==> src/rtl/alu_arith_pkg.sv <==
// Shared types and constants for the ALU arithmetic unit (sequential multiplier).
package alu_arith_pkg;

  typedef enum logic [1:0] {
    IDLE = 2'd0,
    RUN  = 2'd1,
    DONE = 2'd2
  } mult_state_t;

  localparam int unsigned MULT_WIDTH = 8;
  localparam int unsigned MULT_CNT_W = $clog2(MULT_WIDTH);

endpackage

==> src/rtl/mult_shift_add_step.sv <==
// One shift-and-add step: conditional add of multiplicand into the upper
// half, then shift {carry, accumulator, multiplier} right by one.
module mult_shift_add_step
  import alu_arith_pkg::*;
#(
  parameter int unsigned WIDTH = MULT_WIDTH
) (
  input  logic [WIDTH-1:0]   acc,
  input  logic [WIDTH-1:0]   mplier,
  input  logic [WIDTH-1:0]   mcand,
  output logic [2*WIDTH-1:0] acc_mplier_c
);

  logic [WIDTH:0] sum;

  // Carry-keeping add followed by the right shift; the shifted-out LSB is dropped.
  always_comb begin
    sum = {1'b0, acc};
    if (mplier[0]) begin
      sum = sum + {1'b0, mcand};
    end
    acc_mplier_c = {sum, mplier[WIDTH-1:1]};
  end

endmodule

==> src/rtl/seq_multiplier.sv <==
// Iterative shift-and-add multiplier with start/busy/done handshake.
// Optional build macro MULT_SIGNED_EN: two's complement operands, sign fixed
// up on completion, overflow against a signed WIDTH-bit result.
module seq_multiplier
  import alu_arith_pkg::*;
#(
  parameter int unsigned WIDTH = MULT_WIDTH
) (
  input  logic               clk,
  input  logic               rst_n,
  input  logic               start,
  input  logic [WIDTH-1:0]   A,
  input  logic [WIDTH-1:0]   B,
  output logic               busy,
  output logic               done,
  output logic [2*WIDTH-1:0] product,
  output logic               overflow
);

  localparam int unsigned CNT_W = (WIDTH > 1) ? $clog2(WIDTH) : 1;
  localparam int unsigned PW    = 2 * WIDTH;

  mult_state_t state, state_next;

  logic [WIDTH-1:0] acc_q, acc_d;
  logic [WIDTH-1:0] mplier_q, mplier_d;
  logic [WIDTH-1:0] mcand_q, mcand_d;
  logic [CNT_W-1:0] cnt_q, cnt_d;
  logic [PW-1:0]    product_d;
  logic             overflow_d;
  logic             busy_d, done_d;
  logic [PW-1:0]    step_c;
  logic [PW-1:0]    prod_fin;
  logic             ovf_fin;
  logic [WIDTH-1:0] a_cap, b_cap;

  mult_shift_add_step #(.WIDTH(WIDTH)) u_step (
    .acc          (acc_q),
    .mplier       (mplier_q),
    .mcand        (mcand_q),
    .acc_mplier_c (step_c)
  );

`ifdef MULT_SIGNED_EN
  logic sign_q, sign_d;

  // Operands enter the unsigned core as magnitudes; the sign is reapplied at the end.
  always_comb begin
    a_cap    = A[WIDTH-1] ? (WIDTH'(0) - A) : A;
    b_cap    = B[WIDTH-1] ? (WIDTH'(0) - B) : B;
    prod_fin = sign_q ? (PW'(0) - step_c) : step_c;
    ovf_fin  = !((&prod_fin[PW-1:WIDTH-1]) || (~|prod_fin[PW-1:WIDTH-1]));
  end
`else
  // Unsigned build: operands and final product pass straight through.
  always_comb begin
    a_cap    = A;
    b_cap    = B;
    prod_fin = step_c;
    ovf_fin  = |prod_fin[PW-1:WIDTH];
  end
`endif

  // State register.
  always_ff @(posedge clk or negedge rst_n) begin
    if (!rst_n) state <= IDLE;
    else        state <= state_next;
  end

  // Next-state, datapath next values and handshake outputs.
  always_comb begin
    state_next = state;
    acc_d      = acc_q;
    mplier_d   = mplier_q;
    mcand_d    = mcand_q;
    cnt_d      = cnt_q;
    product_d  = product;
    overflow_d = overflow;
    busy_d     = 1'b0;
    done_d     = 1'b0;
`ifdef MULT_SIGNED_EN
    sign_d     = sign_q;
`endif
    case (state)
      IDLE: begin
        if (start) begin
          state_next = RUN;
          mcand_d    = a_cap;
          mplier_d   = b_cap;
          acc_d      = '0;
          cnt_d      = '0;
          busy_d     = 1'b1;
`ifdef MULT_SIGNED_EN
          sign_d     = A[WIDTH-1] ^ B[WIDTH-1];
`endif
        end
      end
      RUN: begin
        {acc_d, mplier_d} = step_c;
        cnt_d             = cnt_q + CNT_W'(1);
        busy_d            = 1'b1;
        if (cnt_q == CNT_W'(WIDTH - 1)) begin
          state_next = DONE;
          busy_d     = 1'b0;
          done_d     = 1'b1;
          product_d  = prod_fin;
          overflow_d = ovf_fin;
        end
      end
      DONE: begin
        state_next = IDLE;
      end
      default: begin
        state_next = IDLE;
      end
    endcase
  end

  // Datapath and registered outputs.
  always_ff @(posedge clk or negedge rst_n) begin
    if (!rst_n) begin
      acc_q    <= '0;
      mplier_q <= '0;
      mcand_q  <= '0;
      cnt_q    <= '0;
      product  <= '0;
      overflow <= 1'b0;
      busy     <= 1'b0;
      done     <= 1'b0;
`ifdef MULT_SIGNED_EN
      sign_q   <= 1'b0;
`endif
    end else begin
      acc_q    <= acc_d;
      mplier_q <= mplier_d;
      mcand_q  <= mcand_d;
      cnt_q    <= cnt_d;
      product  <= product_d;
      overflow <= overflow_d;
      busy     <= busy_d;
      done     <= done_d;
`ifdef MULT_SIGNED_EN
      sign_q   <= sign_d;
`endif
    end
  end

endmodule
==> config.mk <==
export PLATFORM = sky130hd
export DESIGN_NAME = seq_multiplier
export DESIGN_NICKNAME = d
export VERILOG_FILES = /design/src/rtl/alu_arith_pkg.sv /design/src/rtl/mult_shift_add_step.sv /design/src/rtl/seq_multiplier.sv
export SDC_FILE = /design/constraint.sdc
export NUM_CORES = 1
export LEC_CHECK = 0
export CAP_MARGIN = 10
export CORE_ASPECT_RATIO = 1.5
export CORE_UTILIZATION = 40
export CTS_CLUSTER_SIZE = 20
export DETAILED_ROUTE_END_ITERATION = 8
export HOLD_SLACK_MARGIN = 0.06
export PLACE_DENSITY = 0.61
export SLEW_MARGIN = 15
export SYNTH_ARGS = -nofsm -noshare
export SYNTH_HDL_FRONTEND = slang
export SYNTH_SLANG_ARGS = --single-unit
==> constraint.sdc <==
create_clock -name clk -period 3.5 [get_ports clk]
set_clock_uncertainty 0.15 [all_clocks]
set_input_delay 0.35 -clock clk [delete_from_list [all_inputs] [get_ports clk]]
set_output_delay 0.35 -clock clk [all_outputs]
set_load 0.02 [all_outputs]
# --- Word-level counts from Yosys, hierarchy flattened ---
# Index checks and enable logic that the tools add are counted.
totals:
  ff_bits: 48
  in_bits: 19
  output_inout_bits: 19
  word_cells: 37
classes:
  addsub: 2
  eq_ne: 4
  muxes: 15
  n_reduce_logical: 7
ops:
  columns: ["cell", "count"]
  rows:
  - ["case mux 8 bit (2 select lines)", 2]
  - ["two-way mux 8 bit", 2]
  - ["adder 8 x 8 -> 9 bit", 1]
  - ["two-way mux 9 bit", 1]
  - ["AND reduction 2 bit", 4]
  - ["OR reduction 8 bit", 1]
  - ["case mux 3 bit (2 select lines)", 1]
  - ["two-way mux 1 bit", 4]
  - ["two-way mux 2 bit", 2]
  - ["!= test 2 bit (second input constant)", 2]
  - ["case mux 2 bit (2 select lines)", 1]
  - ["adder 3 x 1 -> 3 bit (second input constant)", 1]
  - ["== test 3 bit (second input constant)", 1]
  - ["two-way mux 3 bit", 1]
  - ["== test 2 x 1 -> 1 bit (second input constant)", 1]
  - ["zero test 2 bit", 1]
  - ["case mux 1 bit (2 select lines)", 1]
  - ["nonzero test 2 bit", 1]

# --- Logic depth before layout (Yosys ltp) ---
# Gate-level depths: netlist (run 1).
depth:
  depth_word: 3
  ltp_mapped: 9
  depth_no_buf: 9

# --- Modules after synthesis ---
# A second synthesis (run 1) with hierarchy kept.
unflattened:
  hier_cells: 213
  area_unflattened_um2: 2526.2
modules_own_cells:
  columns: ["module", "instances", "cells_each", "area_each_um2", "seq_area_each_um2"]
  rows:
  - ["seq_multiplier", 1, 141, 1990.7, 1201.2]
  - ["mult_shift_add_step", 1, 72, 535.5, 0.0]

# --- Worst setup path before layout (run 1) ---
# No wires, ideal clock.
synth_timing:
  kind: "register to register"
  startpoint: "register acc_q[0]"
  endpoint: "register overflow"
  setup_ns: 0.129
  arrival_time_ns: 2.241
  required_ns: 3.221
  path_slack_ns: 0.980
  path_stages_with_launch: 9
  path_buffers: 0
  period_less_slack_ns: 2.520
  cell_sequence: "dfrtp_1 -> ha_1 -> inv_1 -> fa_1 -> nand2b_1 -> a21oi_1 -> nor3_1 -> or4b_1 -> o41a_1"
synth_between:
  elab_chain_len: 3
synth_rtl:
  columns: ["item", "line_no", "source"]
  rows:
  - ["start: declaration", "seq_multiplier.sv:25", "logic [WIDTH-1:0] acc_q, acc_d;"]
  - ["start signal: assignment", "seq_multiplier.sv:122", "acc_q <= '0;"]
  - ["start signal: assignment", "seq_multiplier.sv:134", "acc_q <= acc_d;"]
  - ["adder 8 x 8 -> 9 bit", "mult_shift_add_step.sv:20", "sum = sum + {1'b0, mcand};"]
  - ["two-way mux 9 bit", "mult_shift_add_step.sv:19", "if (mplier[0]) begin"]
  - ["OR reduction 8 bit", "seq_multiplier.sv:60", "ovf_fin = |prod_fin[PW-1:WIDTH];"]
  - ["end signal: assignment", "seq_multiplier.sv:139", "overflow <= overflow_d;"]
  - ["end: declaration", "seq_multiplier.sv:17", "output logic overflow"]
# No other way between the ends.
# A chain may end at the register's enable or synchronous reset.

# --- Final worst setup path (run 1) ---
# Ends and elaborated chain as after synthesis.

==> flow_summary.ini, run 1 <==
[clock_network]
cts_buffer_depth = 2
cts_tree = built
cts_sinks = 48
path_clk_slew_ps = 90
htreeDepth = 2
postCtsResizedCells = 0
cts_buffers = 5
insertion_delay_ps = 300
root_buffer = clkbuf_8

[power_and_ir_drop]
ir_drop_mv = 0.434
p_per_area_nw_per_um2 = 933
p_leak_nw = 1.27
p_total_mw = 2.71

[sta]
fmax_mhz = 373
tightest_slew_ps = 943
rsz0062_at_grt = no
setup_tns_ps = 0
hold_viol_final = 0
period_needed_ps = 2680
timing.final.ws_setup_ps = 816
setup_viol = 0
max_slew_margin_pct = 37.0
whs_ps = 331
finalCritPeriodShare_pct = 76.7
maxSlewViolCount = 0

[synth]
synth_top_area_share_pct = 51.0
synth_edf_count = 0
dominantRegCellSynth = dfrtp_1
synth_fp_nets = 257
synth_fa_ha_area_share_pct = 6.16
ys_top_cells_by_area = dfrtp_1 51%, mux2_2 6.7%, o21ai_0 6.4%
synthSimpleGateAreaFrac_pct = 12.8
yosysUniqueCellTypes = 40
ys_seq_area_share_pct = 51.0
syn_inst = 227
synth.most_common_cell = dfrtp_1
syn_avg_cell_area_um2 = 10.4
synth_compound_area_share_pct = 19.1
synth_xor_area_share_pct = 0.743
synth_top_family_by_area = compound AO/OA/AOI/OAI gates
synthesis.area_um2 = 2360
synthMuxAreaShare_pct = 7.54
synth-seq-cells = 48
async_reset_ff_share_pct = 100
synth_largest_area_cell = dfrtp_1
ys_top_cells_by_count = 48 x dfrtp_1, 30 x o21ai_0, 22 x nand2_1
ys_warn_count = 0

[place]
place_inst = 329
dpl_cell_area_um2 = 2800
port-buffer-count = 37
hpwl_mm = 3.66
preCtsSetupSlack_ps = 797
place.gp.congestion = 0.846

[critical_path]
end_kind = flop
path_buf_inv = 1
path_cells = ha_1, inv_1, fa_1, nand2b_1, a21oi_1, nor3_1, or4b_1, o41a_1
crit_type = reg2reg
critPathMaxFanout = 4
cp.arrival_ps = 2720
max_stage_delay_ps = 470
required_ps = 3540
crit_start = acc_q[0]$_DFFE_PN0P_
path_delay_family = simple AND/OR/NAND/NOR gates
rrSetupSlack_ps = 820
startpoint_type = flop
slowest_stage = or4b_1
r2r-start = acc_q[0]$_DFFE_PN0P_

[min_path]
hold_start = product[13]$_DFFE_PN0P_
holdCritPathClass = reg2reg

[finish]
final_core_util_pct = 52.1
syn2layout_area_growth_pct = 23.2
finalNetCount = 297
final_cell_count_no_fill = 338
fillers = 521
diodes = 0
postLayoutCellArea_um2 = 2910
layout-drive-gt1-share_pct = 11.6

[global_route]
grt_pass1_vias = 1718
antenna_found_initial = 0
grt_pass1_wl_mm = 8.36
grt_usage_pct = 18.1
grt_overflow = 0
grt_max_degree = 28

[die]
rows = 33
die_h_um = 96.0
top_level_ports = 38
die_w_um = 64.7
core_region_area_um2 = 5570
initial_utilization_pct = 42.3
die_area_um2 = 6210

[job]
cap_viol_max_count = 0

[routing]
wl_per_cell_um = 14.8
routed_wl_mm = 4.99
first_pass_iters = 4
postRouteAntennaNets = 0
vias = 1759
drt_iter0_markers = 73
route.detailed.drc = 0
vias_per_cell = 5.20

[status]
outcome = completed
==> registers in the layout (all words and copies together) (netlist names) <==
name / flops
busy: 1
overflow: 1
mcand_q: 8
acc_q: 8
product: 16
cnt_q: 3
mplier_q: 8
done: 1
state: 2
==> cells in the final DEF, fill, tap and decap left out, drive strengths merged, types with 6 or more instances in the layout <==
cell type       n
a21oi          13
a22oi           7
clkbuf          6
clkdlybuf4s50  36
dfrtp          48
ha             10
inv             9
mux2           14
nand2          23
nor2           13
nor2b           8
o21ai          32
==> layout make-up <==
type / instances / area (um^2) / area share [%]
flip-flops and latches: 48 / 1200 / 41.3
multi-input cells: 162 / 1090 / 37.6
repair buffers: 41 / 398 / 13.7
well taps: 70 / 87.6 / 3.01
clock buffers: 6 / 82.6 / 2.84
inverters: 9 / 33.8 / 1.16
clock inverters: 2 / 10.0 / 0.345
==> worst paths after layout <==
check / endpoint / cells after the start
min reg2reg: product[13]$_DFFE_PN0P_ / 2
min in group asynchronous: product[9]$_DFFE_PN0P_ / 2
max reg2reg: overflow$_DFFE_PN0P_ / 8
min: product[13]$_DFFE_PN0P_ / 2
max: overflow$_DFFE_PN0P_ / 8
max in group asynchronous: state[0]$_DFFE_PN0P_ / 3
==> metal layers <==
layer / wire [um] / vias up / GRT usage (%)
met2: 2550 / 28 / 31.8
li1: - / 888 / -
met3: 119 / 9 / 3.08
met5: 0 / - / 0
met4: 91 / 0 / 7.41
met1: 2230 / 834 / 21.9
==> worst reg2reg max path: cells and delay by family, from the launching register on <==
kind	cells	cell delay, ps
adder cells (fa/ha/maj)	2	580
flip-flops	1	380
buffers and inverters	1	60
AO/OA/AOI/OAI	2	650
AND/OR/NAND/NOR	3	760
==> timing repair <==
action	in CTS	in global routing
hold buffers	1	0
hold endpoints to repair	25	0
buffers inserted	0	0
==> logic make-up (layout without fill, tap and decap cells) <==
family | after synthesis | after routing
AOI/OAI and AO/OA | 72 | 72
and+or+nand+nor | 61 | 61
DFF | 48 | 48
buffers and inverters | 17 | 58
muxes | 16 | 16
adders and majority gates | 11 | 11
xor gates and xnor gates | 2 | 2
==> where the power goes <==
group          internal, mW  switching (mW)
registers             0.804           0.202
logic                 0.633           0.725
clock network         0.158           0.188
No activity file was read; power rests on OpenSTA's default activity.
==> run 2, diff against run 1 <==
- clock period: 3.5 -> 2.55 ns (I/O delays scaled with it)
==> flow_summary.ini, run 2 (synthesized netlist as in run 1, its figures left out) <==
[finish]
diodes = 0
finalNetCount = 315
final_cell_mix = 48 x dfrtp_1, 36 x clkdlybuf4s50_1, 28 x o21ai_0
final_core_util_pct = 55.8
layout-drive-gt1-share_pct = 21.7
postLayoutCellArea_um2 = 3110
syn2layout_area_growth_pct = 31.9
final_common_cell = dfrtp_1
largest_reg_flops = 16
top_register = product

[die]
die_area_um2 = 6210
rows = 33
die_h_um = 96.0
initial_utilization_pct = 42.3
top_level_ports = 38
die_w_um = 64.7
core_region_area_um2 = 5570

[power_and_ir_drop]
power_frac_seq_pct = 32.0
p_leak_nw = 1.38
internal_power_mw = 2.52
swShare_pct = 39.9
switching_power_mw = 1.67
power_frac_comb_pct = 54.8
p_total_mw = 4.19
p_per_area_nw_per_um2 = 1350
pwr-share-clk_pct = 13.2
ir_drop_mv = 0.602

[global_route]
grt_pass1_vias = 1942
grt_pass1_wl_mm = 8.91
met3_usage_pct = 2.84
top_usage_layer = met2
grt_util_met1_pct = 21.7
grt_usage_pct = 18.9
grt_overflow = 0
antenna_found_initial = 0
grt_max_degree = 49
grt_use_met2_pct = 35.1

[clock_network]
path_clk_slew_ps = 80
cts_buffers = 5
root_buffer = clkbuf_8
insertion_delay_ps = 300
cts_sinks = 48
cts_buffer_depth = 2
cts_tree = built
htreeDepth = 2

[routing]
wl_per_cell_um = 14.9
drt_iter0_markers = 100
route.detailed.drc = 0
routed_wl_mm = 5.29
postRouteAntennaNets = 0
first_pass_iters = 4
vias = 1861
vias_per_cell = 5.23

[critical_path]
cp.arrival_ps = 2530
crit_type = reg2reg
regToRegEndpoint = overflow$_DFFE_PN0P_
rrSetupSlack_ps = 60
startpoint_type = flop
rr_worst_depth = 9
r2r-start = mcand_q[0]$_DFFE_PN0P_
critPathMaxFanout = 2
cp-endpoint = overflow$_DFFE_PN0P_
required_ps = 2580
crit_start = mcand_q[0]$_DFFE_PN0P_
end_kind = flop

[job]
cap_viol_max_count = 0

[sta]
fmax_mhz = 401
setup_viol = 0
tightest_slew_ps = 903
rsz0062_at_grt = no
max_slew_margin_pct = 39.6
setup_tns_ps = 0
maxSlewViolCount = 0
finalCritPeriodShare_pct = 97.8
hold_viol_final = 0
period_needed_ps = 2490

[place]
dpl_cell_area_um2 = 2890
place.gp.congestion = 0.878
hpwl_mm = 3.67
port-buffer-count = 37

[min_path]
holdCritPathClass = reg2reg

[status]
outcome = completed
-- run 2: worst max-delay path, stage by stage (launching register included) --
cell and delay (ps):
dfrtp_1 390, ha_2 190, buf_4 130, buf_4 120, a21o_1 160, a211oi_2 210, nor3_1 60, a21oi_1 170
or4b_4 490, o41a_1 320
-- run 2: layout make-up --
cell class | instances | area, um^2
sequential | 48 | 1200
clock inverter | 3 | 42.5
tap | 70 | 87.6
clock buffer | 5 | 68.8
multi-input combinational | 162 | 1140
inverter | 9 | 33.8
fill | 511 | 2460
timing repair buffer | 59 | 533
-- run 2: worst min-delay path by stage --
stage / startpoint / end / slack, ps / cells past startpoint
6_report: product[7]$_DFFE_PN0P_ / product[7]$_DFFE_PN0P_ / 330 / 2
5_1_grt: product[13]$_DFFE_PN0P_ / product[13]$_DFFE_PN0P_ / 370 / 2
4_1_cts: product[7]$_DFFE_PN0P_ / product[7]$_DFFE_PN0P_ / 340 / 2
3_5_place_dp: rst_n / product[5]$_DFFE_PN0P_ / 250 / 2
3_3_place_gp: rst_n / product[7]$_DFFE_PN0P_ / 240 / 2
2_1_floorplan: rst_n / acc_q[0]$_DFFE_PN0P_ / -190 / 0
-- run 2: what timing repair did --
item	4_1_cts	5_1_grt
pin swaps	0	8
endpoints found under the hold margin	48	0
setup buffers	1	6
endpoints found under the setup margin	1	2
gates resized for setup	3	12
hold buffers	1	0
-- run 2: power by group through the flow --
stage | combinational [mW] | clock (mW) | sequential [mW]
6_report | 2.29 | 0.554 | 1.34
5_1_grt | 2.53 | 0.600 | 1.38
4_1_cts | 2.10 | 0.576 | 1.34
3_5_place_dp | 2.07 | 0 | 1.35
3_3_place_gp | 2.03 | 0 | 1.35
2_1_floorplan | 1.20 | 0 | 1.44
-- run 2: routing by layer --
layer  vias to the layer above  part of all wire (%)  routed length, um
met5                         -                     0                  0
met4                         0                   2.5                133
met1                       894                    42               2250
li1                        920                     -                  -
met3                        11                   2.4                127
met2                        36                    53               2780
-- run 2: metrics by stage --
step                      std cells  hold WS (ps)  worst slack [ps]
after floorplan                 227          -191              29.8
after global placement          340           245              50.4
after detailed placement        340           246             -3.41
after CTS                       350           344              43.1
after global routing            356           373              5.68
final                           356           334              56.2
==> run 3, diff against run 2 <==
- CORE_UTILIZATION: 40 -> 35
- PLACE_DENSITY: 0.61 -> 0.54
==> flow_summary.ini, run 3 (synthesized netlist as in run 1, its figures left out) <==
[die]
die_h_um = 103
core_region_area_um2 = 6490
die_w_um = 69.0
die_area_um2 = 7070
rows = 36
initial_utilization_pct = 36.3
top_level_ports = 38

[critical_path]
rr_worst_depth = 9
path_buf_inv = 2
cpMostUsedCell = buf_4
cp.arrival_ps = 2540
path_cells = ha_2, buf_4, buf_4, a21o_1, a211oi_2, nor3_1, a21oi_1, or4b_1, o41a_1
crit_cells = 9
path_delay_family = compound AO/OA/AOI/OAI gates
max_stage_delay_ps = 460
critPathMaxFanout = 2
startpoint_type = flop
crit_type = reg2reg
slowest_stage = or4b_1
required_ps = 2590
end_kind = flop

[clock_network]
cts_buffer_depth = 2
cts_buffers = 5
htreeDepth = 2
cts_tree = built
root_buffer = clkbuf_8
insertion_delay_ps = 300
path_clk_slew_ps = 90
cts_sinks = 48

[place]
preCtsSetupSlack_ps = 8.33
port-buffer-count = 37
hpwl_mm = 3.71
place.gp.congestion = 0.796

[finish]
finalNetCount = 312
diodes = 0
layout-drive-gt1-share_pct = 19.8
final_core_util_pct = 47.7
final_common_cell = dfrtp_1
final_cell_mix = 48 x dfrtp_1, 36 x clkdlybuf4s50_1, 29 x o21ai_0
syn2layout_area_growth_pct = 31.2
seqCellArea_um2 = 1200
largest_reg_flops = 16
top_register = product
multi_input_comb_area_um2 = 1130
fillers = 635

[power_and_ir_drop]
power_frac_seq_pct = 32.5
power_frac_comb_pct = 53.2
ir_drop_mv = 0.484
switching_power_mw = 1.63
p_per_area_nw_per_um2 = 1330
swShare_pct = 39.6
pwr-share-clk_pct = 14.3
p_leak_nw = 1.37
p_total_mw = 4.12
internal_power_mw = 2.48

[min_path]
whs_path_depth = 2
holdCritPathClass = reg2reg

[routing]
vias = 1837
postRouteAntennaNets = 0
route.detailed.drc = 0
drt_iter0_markers = 112
first_pass_iters = 4
wl_per_cell_um = 14.8
routed_wl_mm = 5.30
vias_per_cell = 5.12

[global_route]
grt_pass1_vias = 1797
antenna_found_initial = 0
grt_max_degree = 49
grt_usage_pct = 15.6
grt_overflow = 0
grt_pass1_wl_mm = 8.70

[sta]
period_needed_ps = 2500
timing.final.ws_setup_ps = 51.7
hold_viol_final = 0
fmax_mhz = 400
rsz0062_at_grt = yes
finalCritPeriodShare_pct = 98.0
tightest_slew_ps = 948
maxSlewViolCount = 0
max_slew_margin_pct = 36.7
setup_viol = 0
whs_ps = 340

[status]
outcome = completed

[job]
cap_viol_max_count = 0
-- run 3: area by class of cell --
cell class | count | area share, %
sequential | 48 | 38.8
multi-input combinational | 162 | 36.6
timing repair buffer | 56 | 16.5
tap | 76 | 3.07
clock buffer | 6 | 2.67
clock inverter | 2 | 1.25
inverter | 9 | 1.09
-- run 3: timing repair --
action                     CTS  global route
gates resized for setup      1            10
hold endpoints to repair    48             0
cloned                       0             0
buffers inserted             0             3
setup endpoints to repair    1             1
hold buffers                 1             0
pin swaps                    0             9
-- run 3: tightest hold or removal path: stages (launching register included) --
cell and delay [ps]:
dfrtp_1 350, nand2_1 40, o21ai_0 60
-- run 3: path summary, 6_finish.rpt --
kind / from / end / slack [ps]
max: mcand_q[0]$_DFFE_PN0P_ / overflow$_DFFE_PN0P_ / 50
min: product[9]$_DFFE_PN0P_ / product[9]$_DFFE_PN0P_ / 340
max reg2reg: mcand_q[0]$_DFFE_PN0P_ / overflow$_DFFE_PN0P_ / 50
min reg2reg: product[9]$_DFFE_PN0P_ / product[9]$_DFFE_PN0P_ / 340
max in group asynchronous: rst_n / busy$_DFF_PN0_ / 1400
min in group asynchronous: rst_n / product[9]$_DFFE_PN0P_ / 420
-- run 3: through the flow --
step                area (um^2)  TNS (ps)  cells
floorplan                  2360         0    227
global placement           2900         0    347
detailed placement         2900         0    347
CTS                        3040         0    356
global route               3090     -77.2    359
finish                     3090         0    359
-- run 3: power groups by stage --
stage | sequential, mW | clock, mW | combinational (mW)
after floorplan | 1.44 | 0 | 1.20
after global placement | 1.35 | 0 | 2.06
after detailed placement | 1.36 | 0 | 2.07
after CTS | 1.34 | 0.615 | 2.09
after global routing | 1.39 | 0.636 | 2.43
final | 1.34 | 0.588 | 2.19
-- run 3: routing by layer --
layer / share of wire, % / up-vias / wire (um) / global-route usage, %
met2: 53 / 35 / 2810 / 27.9
met4: 1.4 / 0 / 74 / 5.65
li1: - / 912 / - / -
met3: 2.8 / 6 / 146 / 2.35
met5: 0 / - / 0 / 0
met1: 43 / 884 / 2270 / 19.1
